<file path="src/rtl/fact_job_scheduler.sv">
// Memory-mapped job scheduler: queues software operands, dispatches them to the
// lowest free factorial unit, and queues {tag, unit} completion records for software.
module fact_job_scheduler #(
  parameter logic [31:0] BASE_ADDR = 32'h00002010,
  parameter int          NUM_UNITS = 4,
  parameter int          N_W       = 4,
  parameter int          QDEPTH    = 4
) (
  input  logic                     clk,
  input  logic                     rst,
  input  logic [31:0]              input_addr,
  input  logic                     write_enable,
  input  logic [31:0]              write_data,
  input  logic                     read_enable,
  output logic [31:0]              read_data,
  input  logic [NUM_UNITS-1:0]     done,
  output logic [NUM_UNITS-1:0]     go,
  output logic [NUM_UNITS*N_W-1:0] fact_n,
  output logic                     job_irq
);
  localparam int QPW = $clog2(QDEPTH);
  localparam int QCW = QPW + 1;
  localparam int UW  = $clog2(NUM_UNITS);
  localparam logic [QCW-1:0] QFULL = QCW'(QDEPTH);

  typedef enum logic {IDLE, ISSUE} state_t;
  state_t state;

  logic [N_W+3:0]         req_mem [QDEPTH];  // {tag, n}
  logic [QPW-1:0]         req_wr, req_rd;
  logic [QCW-1:0]         req_count;
  logic [UW+3:0]          cmp_mem [QDEPTH];  // {tag, unit}
  logic [QPW-1:0]         cmp_wr, cmp_rd;
  logic [QCW-1:0]         cmp_count;
  logic [NUM_UNITS-1:0]   busy, pend;
  logic [3:0]             unit_tag [NUM_UNITS];
  logic [3:0]             tag;
  logic                   ovf;

  logic sel_submit, sel_complete, sel_status;
  logic submit_wr, req_push, cmp_pop;
  logic disp_ok, drain_ok;
  logic [UW-1:0]        disp_idx, drain_idx;
  logic [NUM_UNITS-1:0] free, done_hit, disp_mask, drain_mask;

  assign sel_submit   = (input_addr == BASE_ADDR);
  assign sel_complete = (input_addr == BASE_ADDR + 32'd4);
  assign sel_status   = (input_addr == BASE_ADDR + 32'd8);
  assign submit_wr    = write_enable && sel_submit;
  assign req_push     = submit_wr && (req_count != QFULL);
  assign cmp_pop      = read_enable && sel_complete && (cmp_count != '0);
  assign free         = ~busy & ~pend;
  assign done_hit     = done & busy;
  assign job_irq      = (cmp_count != '0);

  // Eligibility uses registered busy/pend only, so a unit finishing this cycle waits.
  always_comb begin
    disp_idx  = '0;
    drain_idx = '0;
    for (int i = NUM_UNITS - 1; i >= 0; i--) begin
      if (free[i]) disp_idx = UW'(i);
      if (pend[i]) drain_idx = UW'(i);
    end
    disp_ok    = (state == IDLE) && (req_count != '0) && (free != '0);
    drain_ok   = (pend != '0) && (cmp_count != QFULL);
    disp_mask  = disp_ok  ? (NUM_UNITS'(1) << disp_idx)  : '0;
    drain_mask = drain_ok ? (NUM_UNITS'(1) << drain_idx) : '0;
  end

  always_comb begin
    read_data = '0;
    if (sel_complete && (cmp_count != '0))
      read_data = {1'b1, 25'b0, cmp_mem[cmp_rd]};
    else if (sel_status)
      read_data = {ovf, 16'b0, cmp_count, 1'b0, req_count, pend, busy};
  end

  always_ff @(posedge clk or posedge rst) begin
    if (rst) begin
      state     <= IDLE;
      go        <= '0;
      fact_n    <= '0;
      busy      <= '0;
      pend      <= '0;
      tag       <= '0;
      ovf       <= 1'b0;
      req_wr    <= '0;
      req_rd    <= '0;
      req_count <= '0;
      cmp_wr    <= '0;
      cmp_rd    <= '0;
      cmp_count <= '0;
      for (int i = 0; i < QDEPTH; i++) begin
        req_mem[i] <= '0;
        cmp_mem[i] <= '0;
      end
      for (int i = 0; i < NUM_UNITS; i++) unit_tag[i] <= '0;
    end else begin
      if (submit_wr) begin
        if (req_push) begin
          req_mem[req_wr] <= {tag, write_data[N_W-1:0]};
          req_wr          <= req_wr + 1'b1;
          tag             <= tag + 1'b1;
        end else begin
          ovf <= 1'b1;
        end
      end
      if (write_enable && sel_status) ovf <= 1'b0;

      case (state)
        IDLE: begin
          go <= '0;
          if (disp_ok) begin
            go                              <= disp_mask;
            fact_n[disp_idx*N_W +: N_W]     <= req_mem[req_rd][N_W-1:0];
            unit_tag[disp_idx]              <= req_mem[req_rd][N_W+3:N_W];
            req_rd                          <= req_rd + 1'b1;
            state                           <= ISSUE;
          end
        end
        ISSUE: begin
          go    <= '0;
          state <= IDLE;
        end
        default: begin
          go    <= '0;
          state <= IDLE;
        end
      endcase
      req_count <= req_count + QCW'(req_push) - QCW'(disp_ok);

      // A pending unit is never redispatched, so its record waits for FIFO space.
      busy <= (busy & ~done_hit) | disp_mask;
      pend <= (pend | done_hit) & ~drain_mask;

      if (drain_ok) begin
        cmp_mem[cmp_wr] <= {unit_tag[drain_idx], drain_idx};
        cmp_wr          <= cmp_wr + 1'b1;
      end
      if (cmp_pop) cmp_rd <= cmp_rd + 1'b1;
      cmp_count <= cmp_count + QCW'(drain_ok) - QCW'(cmp_pop);
    end
  end
endmodule

</file>
<file path="config.mk">
export PLATFORM = sky130hd
export DESIGN_NAME = fact_job_scheduler
export DESIGN_NICKNAME = d
export VERILOG_FILES = /design/src/rtl/fact_job_scheduler.sv
export SDC_FILE = /design/constraint.sdc
export NUM_CORES = 1
export LEC_CHECK = 0
export BUFFER_PORTS_ARGS = -buffer_cell sky130_fd_sc_hd__buf_2
export CAP_MARGIN = 10
export CORE_ASPECT_RATIO = 0.8
export CORE_UTILIZATION = 35
export CTS_BUF_LIST = sky130_fd_sc_hd__clkbuf_4 sky130_fd_sc_hd__clkbuf_8 sky130_fd_sc_hd__clkbuf_16
export CTS_CLUSTER_SIZE = 14
export DETAILED_ROUTE_END_ITERATION = 8
export GPL_ROUTABILITY_DRIVEN = 1
export PLACE_DENSITY_LB_ADDON = 0.25
export SLEW_MARGIN = 15
export SYNTH_ARGS = -nofsm -noshare
export SYNTH_HDL_FRONTEND = slang
export SYNTH_SLANG_ARGS = --single-unit
</file>
<file path="constraint.sdc">
create_clock -name clk -period 6.2 [get_ports clk]
set_input_delay 0.31 -clock clk [delete_from_list [all_inputs] [get_ports clk]]
set_output_delay 0.31 -clock clk [all_outputs]
set_load 0.01 [all_outputs]
</file>
Word level (Yosys, flattened, before mapping) --
Cells that the tools add are included.
Word-level totals: bits in registers 120, input bits 72, output and inout bits 53, word-level logic and storage cells 129
Operators by class: add/subtract/negate cells 10, magnitude comparators 9, equal/unequal tests 6, shift-type cells 4, muxes and demuxes 38, bitwise operators 17, reductions and logical operators 20
Operators with widths (number):
- 32-bit by 14-bit == test with 1-bit output (second input constant) | 3
- 32-bit two-way mux | 2
- 4-bit negation with 34-bit output | 1
- 4-bit by 34-bit variable shift with 16-bit output (first input constant) | 1
- 4-bit by 34-bit variable part select with 16-bit output | 1
- 16-bit bitwise mux | 2
- 32-bit bitwise mux | 1
- 24-bit bitwise mux | 1
- 4-bit two-way mux | 6
- 8-bit two-way mux | 3
- 3-bit greater-or-equal comparator (second input constant) | 6
- 6-bit two-way mux | 3
- 2-bit NOT with 3-bit output | 6
- 4-bit bitwise AND | 4
- 8-bit binary-select mux with 2-bit select | 1
- 8-bit demux with 2-bit select | 1
- 2-bit two-way mux | 8
- 4-bit NOT | 4
- 6-bit binary-select mux with 2-bit select | 1
- 6-bit demux with 2-bit select | 1
- 1-bit logical AND | 12
- 3-bit by 1-bit less-than comparator with 1-bit output (second input constant) | 3
- 2-bit by 1-bit adder with 2-bit output (second input constant) | 4
- 4-bit binary-select mux with 2-bit select | 1
- 16 further kinds | 28

Depth between registers and ports, before layout --
Gate-level depths: netlist of run 1.
word-level depth 12, depth in mapped cells 12, gate-level depth less buffers 11

Worst setup path after synthesis of run 1 --
Ideal clock, no wire load.
path kind input -> register, start point in input_addr[18], end point reg cmp_count[2], library setup time 0.125 ns, data arrival time 2.678 ns, data required time 6.075 ns, setup slack 3.397 ns, cell stages on the path 12, path buffers 1, path through nor4_1 -> nand4_1 -> buf_2 -> nor3_1 -> and2_1 -> ha_1 -> inv_1 -> ha_1 -> inv_1 -> fa_1 -> xnor2_1 -> xnor2_1
On the way: longest elaborated chain between the ends 4
RTL lines:
- start, declared | line 11 | input logic [31:0] input_addr,
- 32-bit by 14-bit == test with 1-bit output | line 47 | assign sel_complete = (input_addr == BASE_ADDR + 32'd4);
- 1-bit logical AND (2 in a row) | line 51 | assign cmp_pop = read_enable && sel_complete && (cmp_count != '0);
- via cmp_pop | line 41 | logic submit_wr, req_push, cmp_pop;
- 3-bit by 1-bit subtractor with 3-bit output | line 141 | cmp_count <= cmp_count + QCW'(drain_ok) - QCW'(cmp_pop);
- end signal, assigned | line 141
- end, declared | line 34 | logic [QCW-1:0] cmp_count;
The timed path passes the listed nets, and every way through them passes these cells. A chain may end at the register's enable or synchronous reset.

Worst setup path in the final report of run 1 --
start point in input_addr[18], end point out read_data[0]
On the way: longest elaborated chain between the ends 3, elaborated cells between the ends (all ways) 5, classes of those cells eq/ne (2); mux (2); reduce/logical (1)
RTL lines:
- 32-bit by 14-bit == test with 1-bit output, on equally long branches | line 48, 47
- 32-bit two-way mux / 1-bit logical AND (equally long branches) | line 74, 72
- 32-bit two-way mux * | line 72 | if (sel_complete && (cmp_count != '0))
- end, declared | line 15 | output logic [31:0] read_data,
Every way passes the cells marked *; elsewhere a longest branch is shown, timed or not.

==> impl_metrics.tcl, run 1 <==
set metrics [dict create \
    outcome "finished clean" \
    rsz0062_at_grt "false" \
    postCtsSetupRepairBufs 0 \
    ant_nets 0 \
    start_util 0.364 \
    syn_to_final_growth_pct 18.0 \
    critical_path_class "in -> out" \
    cts.repair.resized 0 \
    synth_flop_cell "dfrtp_1" \
    hold_buffers 0 \
    powerDensity_nw_per_um2 402 \
    fp.dieArea_um2 18100 \
    overflow 0 \
    cp.required_ns 5.89 \
    clock-sinks 120 \
    gp_routability_congestion 0.792 \
    setup_tns_ns 0 \
    leakagePower_nw 3.59 \
    maxCapViolCount 0 \
    final_common_cell "dfrtp_1" \
    coreArea_um2 16900 \
    cts_max_level 4 \
    synth_cell_type_count 52 \
    tightestPinTransition_ns 0.925 \
    ir_worst_vdd_uv 147 \
    avgSynthCellArea_um2 11.8 \
    cts_tree "yes" \
    final-setup-viol-count 0 \
    clock_path_buffers 2 \
    drive_above_1_share 0.318 \
    grt_util_all_layers 0.169 \
    hold_viol_final 0 \
    nets 687 \
    die_h_um 121 \
    clkTransAtPathRegs_ns 0.06 \
    cp-start-kind "input pin" \
    remaining_drc_errors 0 \
    synthArstFlopShare 1.00 \
    slew_violations 0 \
    end_kind "output pin" \
    synth_area_um2 6150 \
    worstSkewPairLatency_ns 0.41 \
    fin_skew_ns 0.00896 \
    hold_ws_ns 0.0833 \
    die_x_um 150 \
    period_share 0.493 \
    yosys_register_bits 120 \
    grt_max_degree 74 \
    antenna_found_initial 0 \
    seq_area_frac_synth 0.488 \
    viasPerCell 5.18 \
    clockRootBuffer "clkbuf_16" \
    synth_edf_count 0 \
    io_buffers 79 \
    ios 125 \
    drt-total-wl_mm 13.9 \
    drt_iter0_drc 331 \
    netlist_instances 521 \
    cts_buffers 17 \
    num_antenna_cells 0 \
    path_max_fanout 16 \
    fin_crit_ns 3.05 \
    final_cell_mix "dfrtp_1 (120), buf_2 (79), nand2_1 (54)" \
    grt_pass1_vias 4343 \
    worstPathArrival_ns 2.74 \
    worstHoldPathType "in -> async" \
    synth_warnings 0 \
    first_pass_iters 5 \
    design_area_um2 7260 \
    rows 42 \
    postPlaceCellArea_um2 6650 \
    drt-wirelength-per-cell_um 16.9 \
    slew_headroom 0.379 \
    grt_pass1_wl_mm 23.0 \
    num_vias 4277 \
    fmax_mhz 327 \
    dp_hpwl_mm 9.86 \
]
==> logic make-up after synthesis <==
kind of cell / count (synthesis) / synth area share
AND/OR/NAND/NOR: 143 / 0.136
adder cells (fa/ha/maj): 21 / 0.0452
XOR/XNOR: 13 / 0.0185
multiplexers: 68 / 0.160
other: 1 / 0.000610
buffers and inverters: 72 / 0.0584
flip-flops: 120 / 0.488
AO/OA/AOI/OAI: 83 / 0.0930
==> where the power goes <==
| part | total [mW] | leakage (nW) | internal, mW | switching [mW] |
|---|---|---|---|---|
| Combinational | 0.826 | 1.67 | 0.331 | 0.495 |
| Clock | 0.999 | 0.298 | 0.655 | 0.343 |
| Sequential | 1.09 | 1.63 | 0.916 | 0.174 |
==> sequential cells by signal, summed over array words and instances (netlist names) <==
register	count
req_rd	2
busy	4
req_wr	2
cmp_wr	2
state	1
req_count	3
pend	4
unit_tag	16
fact_n	16
req_mem	32
cmp_rd	2
tag	4
cmp_mem	24
cmp_count	3
go	4
ovf	1
==> worst max-delay path, stage by stage <==
cell and delay [ns]:
buf_2 0.10, nor4_1 0.27, nand4_1 0.63, nor4_4 1.00, a22o_1 0.29, buf_2 0.14
==> metal layers <==
layer | GRT usage | up-vias | part of all wire
met2 | 0.257 | 152 | 0.47
met1 | 0.234 | 2140 | 0.47
met5 | 0 | - | 0
met4 | 0.0562 | 0 | 0.0065
met3 | 0.0442 | 10 | 0.061
li1 | - | 1975 | -
==> final timing paths <==
| check | cells past startpoint | end | slack [ns] | from |
|---|---|---|---|---|
| max in group asynchronous | 3 | cmp_mem[12] | 4.94 | rst |
| min in group clk | 2 | busy[3] | 0.09 | done[3] |
| setup reg to reg | 7 | fact_n[13] | 3.21 | pend[0] |
| hold reg to reg | 2 | cmp_mem[21] | 0.48 | cmp_mem[21] |
| hold / removal | 2 | req_mem[17] | 0.08 | rst |
| setup / recovery | 6 | read_data[0] | 3.15 | input_addr[18] |
==> Yosys cell counts, drive strengths merged, types with 4 or more instances <==
| cell type | count | area (um2) |
|---|---|---|
| nor2b | 7 | 43.8 |
| o2111ai | 4 | 41.3 |
| mux4 | 14 | 315 |
| clkbuf | 19 | 71.3 |
| buf | 25 | 183 |
| mux2 | 53 | 657 |
| o21ai | 32 | 160 |
| a21oi | 7 | 35.0 |
| ha | 19 | 238 |
| xnor2 | 6 | 52.6 |
| or4 | 4 | 37.5 |
| nor4 | 13 | 141 |
| nand3 | 14 | 70.1 |
| nor3b | 8 | 60.1 |
| inv | 28 | 105 |
| nor2 | 9 | 33.8 |
| dfrtp | 120 | 3000 |
| and3 | 5 | 31.3 |
| nand2 | 54 | 203 |
| a22o | 22 | 193 |
| nand3b | 4 | 30.0 |
| o31ai | 4 | 30.0 |
| xor2 | 7 | 61.3 |
| and2 | 10 | 62.6 |
==> layout make-up <==
class / instances / area [um2]
fillers: 1579 / 9610
flip-flops and latches: 120 / 3000
multi-input cells: 345 / 2850
clock buffers: 24 / 515
repair buffers: 82 / 418
well taps: 220 / 275
inverters: 28 / 108
clock inverters: 7 / 90.1
==> metrics by stage <==
stage	std cells	util	total power, mW	setup slack, ns
6_report	826	0.430	2.92	3.15
5_1_grt	826	0.430	3.11	2.90
3_3_place_gp	795	0.394	1.89	3.03
4_1_cts	826	0.430	2.95	3.14
3_5_place_dp	795	0.394	1.93	2.96
2_1_floorplan	537	-	1.69	2.70
(Power assumes the default switching activity.)
==> run 2, diff against run 1 <==
==> constraint.sdc (replaced) <==
create_clock -name clk -period 2.7 [get_ports clk]
set_input_delay 0.135 -clock clk [delete_from_list [all_inputs] [get_ports clk]]
set_output_delay 0.135 -clock clk [all_outputs]
set_load 0.01 [all_outputs]
==> impl_metrics.tcl, run 2 (synthesis results as in run 1) <==
set metrics [dict create \
    fin_skew_ns 0.0114 \
    grt_max_degree 44 \
    rsz0062_at_grt "false" \
    met2_usage 0.268 \
    final_cell_mix "dfrtp_1 (120), buf_2 (79), nand2_1 (54)" \
    tightestPinTransition_ns 0.790 \
    grt_most_used_layer "met2" \
    num_antenna_cells 0 \
    io_buffers 79 \
    sequentialPowerShare 0.349 \
    worstHoldPathType "in -> reg" \
    hold_start "write_data[0]" \
    antenna_found_initial 0 \
    rows 42 \
    drt-wirelength-per-cell_um 16.7 \
    worstSkewPairLatency_ns 0.43 \
    critical_path_class "reg -> reg" \
    remaining_drc_errors 0 \
    postPlaceCellArea_um2 6790 \
    postCtsSetupRepairBufs 0 \
    overflow 0 \
    reg2reg_slack_ns 0.20 \
    die_h_um 121 \
    clock_path_buffers 2 \
    maxCapViolCount 0 \
    crit_buf_inv 2 \
    drt_iter0_drc 204 \
    outcome "finished clean" \
    leakagePower_nw 3.72 \
    ir_worst_vdd_uv 308 \
    viasPerCell 5.06 \
    clock-sinks 120 \
    clockRootBuffer "clkbuf_16" \
    final_common_cell "dfrtp_1" \
    design_area_um2 7500 \
    start_util 0.364 \
    fin_cells 853 \
    path_delay_family "simple AND/OR/NAND/NOR gates" \
    cts_buffers 17 \
    cts_max_level 4 \
    placedCellCount 812 \
    powerDensity_nw_per_um2 912 \
    slew_headroom 0.472 \
    fp.dieArea_um2 18100 \
    top_regs "req_mem (32), cmp_mem (24)" \
    period_share 0.924 \
    gp_routability_congestion 0.847 \
    cp.required_ns 3.04 \
    critical_path.max_stage_delay_ns 0.44 \
    nets 713 \
    die_x_um 150 \
    dp_hpwl_mm 10.3 \
    pwr-share-comb 0.311 \
    met3_usage 0.0464 \
    num_vias 4314 \
    swShare 0.348 \
    drt-total-wl_mm 14.3 \
    ant_nets 0 \
    grt_util_all_layers 0.171 \
    cts_tree "yes" \
    syn_to_final_growth_pct 22.0 \
    slew_violations 0 \
    net-switching-power_mw 2.38 \
    cp_num_cells 11 \
    drive_above_1_share 0.336 \
    fin_crit_ns 2.50 \
    final-setup-viol-count 0 \
    worstPathArrival_ns 2.83 \
    p_int_mw 4.46 \
    r2r_end "cmp_count[2]" \
    pwr-share-clk 0.340 \
    setup_tns_ns 0 \
    crit_slowest_cell "or3_1" \
    top_register "req_mem" \
    hold_viol_final 0 \
    grt_pass1_wl_mm 23.1 \
    min_path_cells 2 \
    reg2reg_from "cmp_count[1]" \
    crit_chain "or3_1 > nand2_1 > nor3_1 > and2_1 > ha_1 > inv_1 > ha_1 > inv_1 > fa_1 > xnor2_1 > xnor2_1" \
    reg2regPathDepth 11 \
    first_pass_iters 4 \
    min_to "req_mem[8]" \
    grt_pass1_vias 4371 \
    clkTransAtPathRegs_ns 0.06 \
    coreArea_um2 16900 \
    total_power_mw 6.84 \
    cp-start-kind "register" \
    ios 125 \
    largest_reg_flops 32 \
    grt_use_met1 0.228 \
    end_kind "register" \
    fmax_mhz 401 \
    path_max_fanout 5 \
]
==> run 2: cell types whose count changed in the layout (fill, tap and decap cells not counted), moves of 2 or more <==
cell,delta
clkinv_4,+2
clkbuf_8,-4
buf_4,+16
dlygate4sd3_1,+9
clkinvlp_4,+2
==> run 2: how the worst max path moves through the flow <==
stage / startpoint / endpoint / slack (ns)
floorplan: input_addr[18] / cmp_count[2] / 0.07
global placement: pend[1] / cmp_count[2] / 0.12
detailed placement: pend[1] / cmp_count[2] / 0.1
CTS: pend[1] / cmp_count[2] / 0.08
global route: cmp_count[1] / cmp_count[2] / 0.06
finish: cmp_count[1] / cmp_count[2] / 0.20
==> run 2: layout make-up <==
cell class	instances	area, um2
clock buffer	20	460
clock inverter	12	150
fill	1531	9370
inverter	28	109
multi-input combinational	345	2860
sequential	120	3000
tap	220	275
timing repair buffer	108	648
==> run 2: timing repair <==
action | CTS | global route
hold buffers | 9 | 0
endpoints found under the setup margin | 0 | 5
gates resized for setup | 0 | 2
hold endpoints to repair | 47 | 0
==> run 2: routing by layer <==
metal	part of all wire	up-vias
met5	0	-
met4	0.014	0
met3	0.049	19
met2	0.46	136
met1	0.47	2132
li1	-	2027
==> run 2: metrics by stage <==
step	setup slack [ns]	utilization	hold WS, ns
CTS	0.0766	0.444	0.000126
floorplan	0.0716	-	0.231
global placement	0.117	0.403	0.306
global route	0.0646	0.445	0.00792
finish	0.204	0.445	0.0105
detailed placement	0.0974	0.403	0.320
==> run 2: power groups by stage <==
stage / Sequential, mW / Clock [mW] / Combinational [mW]
global route: 2.44 / 2.45 / 2.39
finish: 2.39 / 2.33 / 2.13
CTS: 2.39 / 2.37 / 2.12
floorplan: 2.30 / 0 / 1.58
global placement: 2.40 / 0 / 2.03
detailed placement: 2.42 / 0 / 2.10
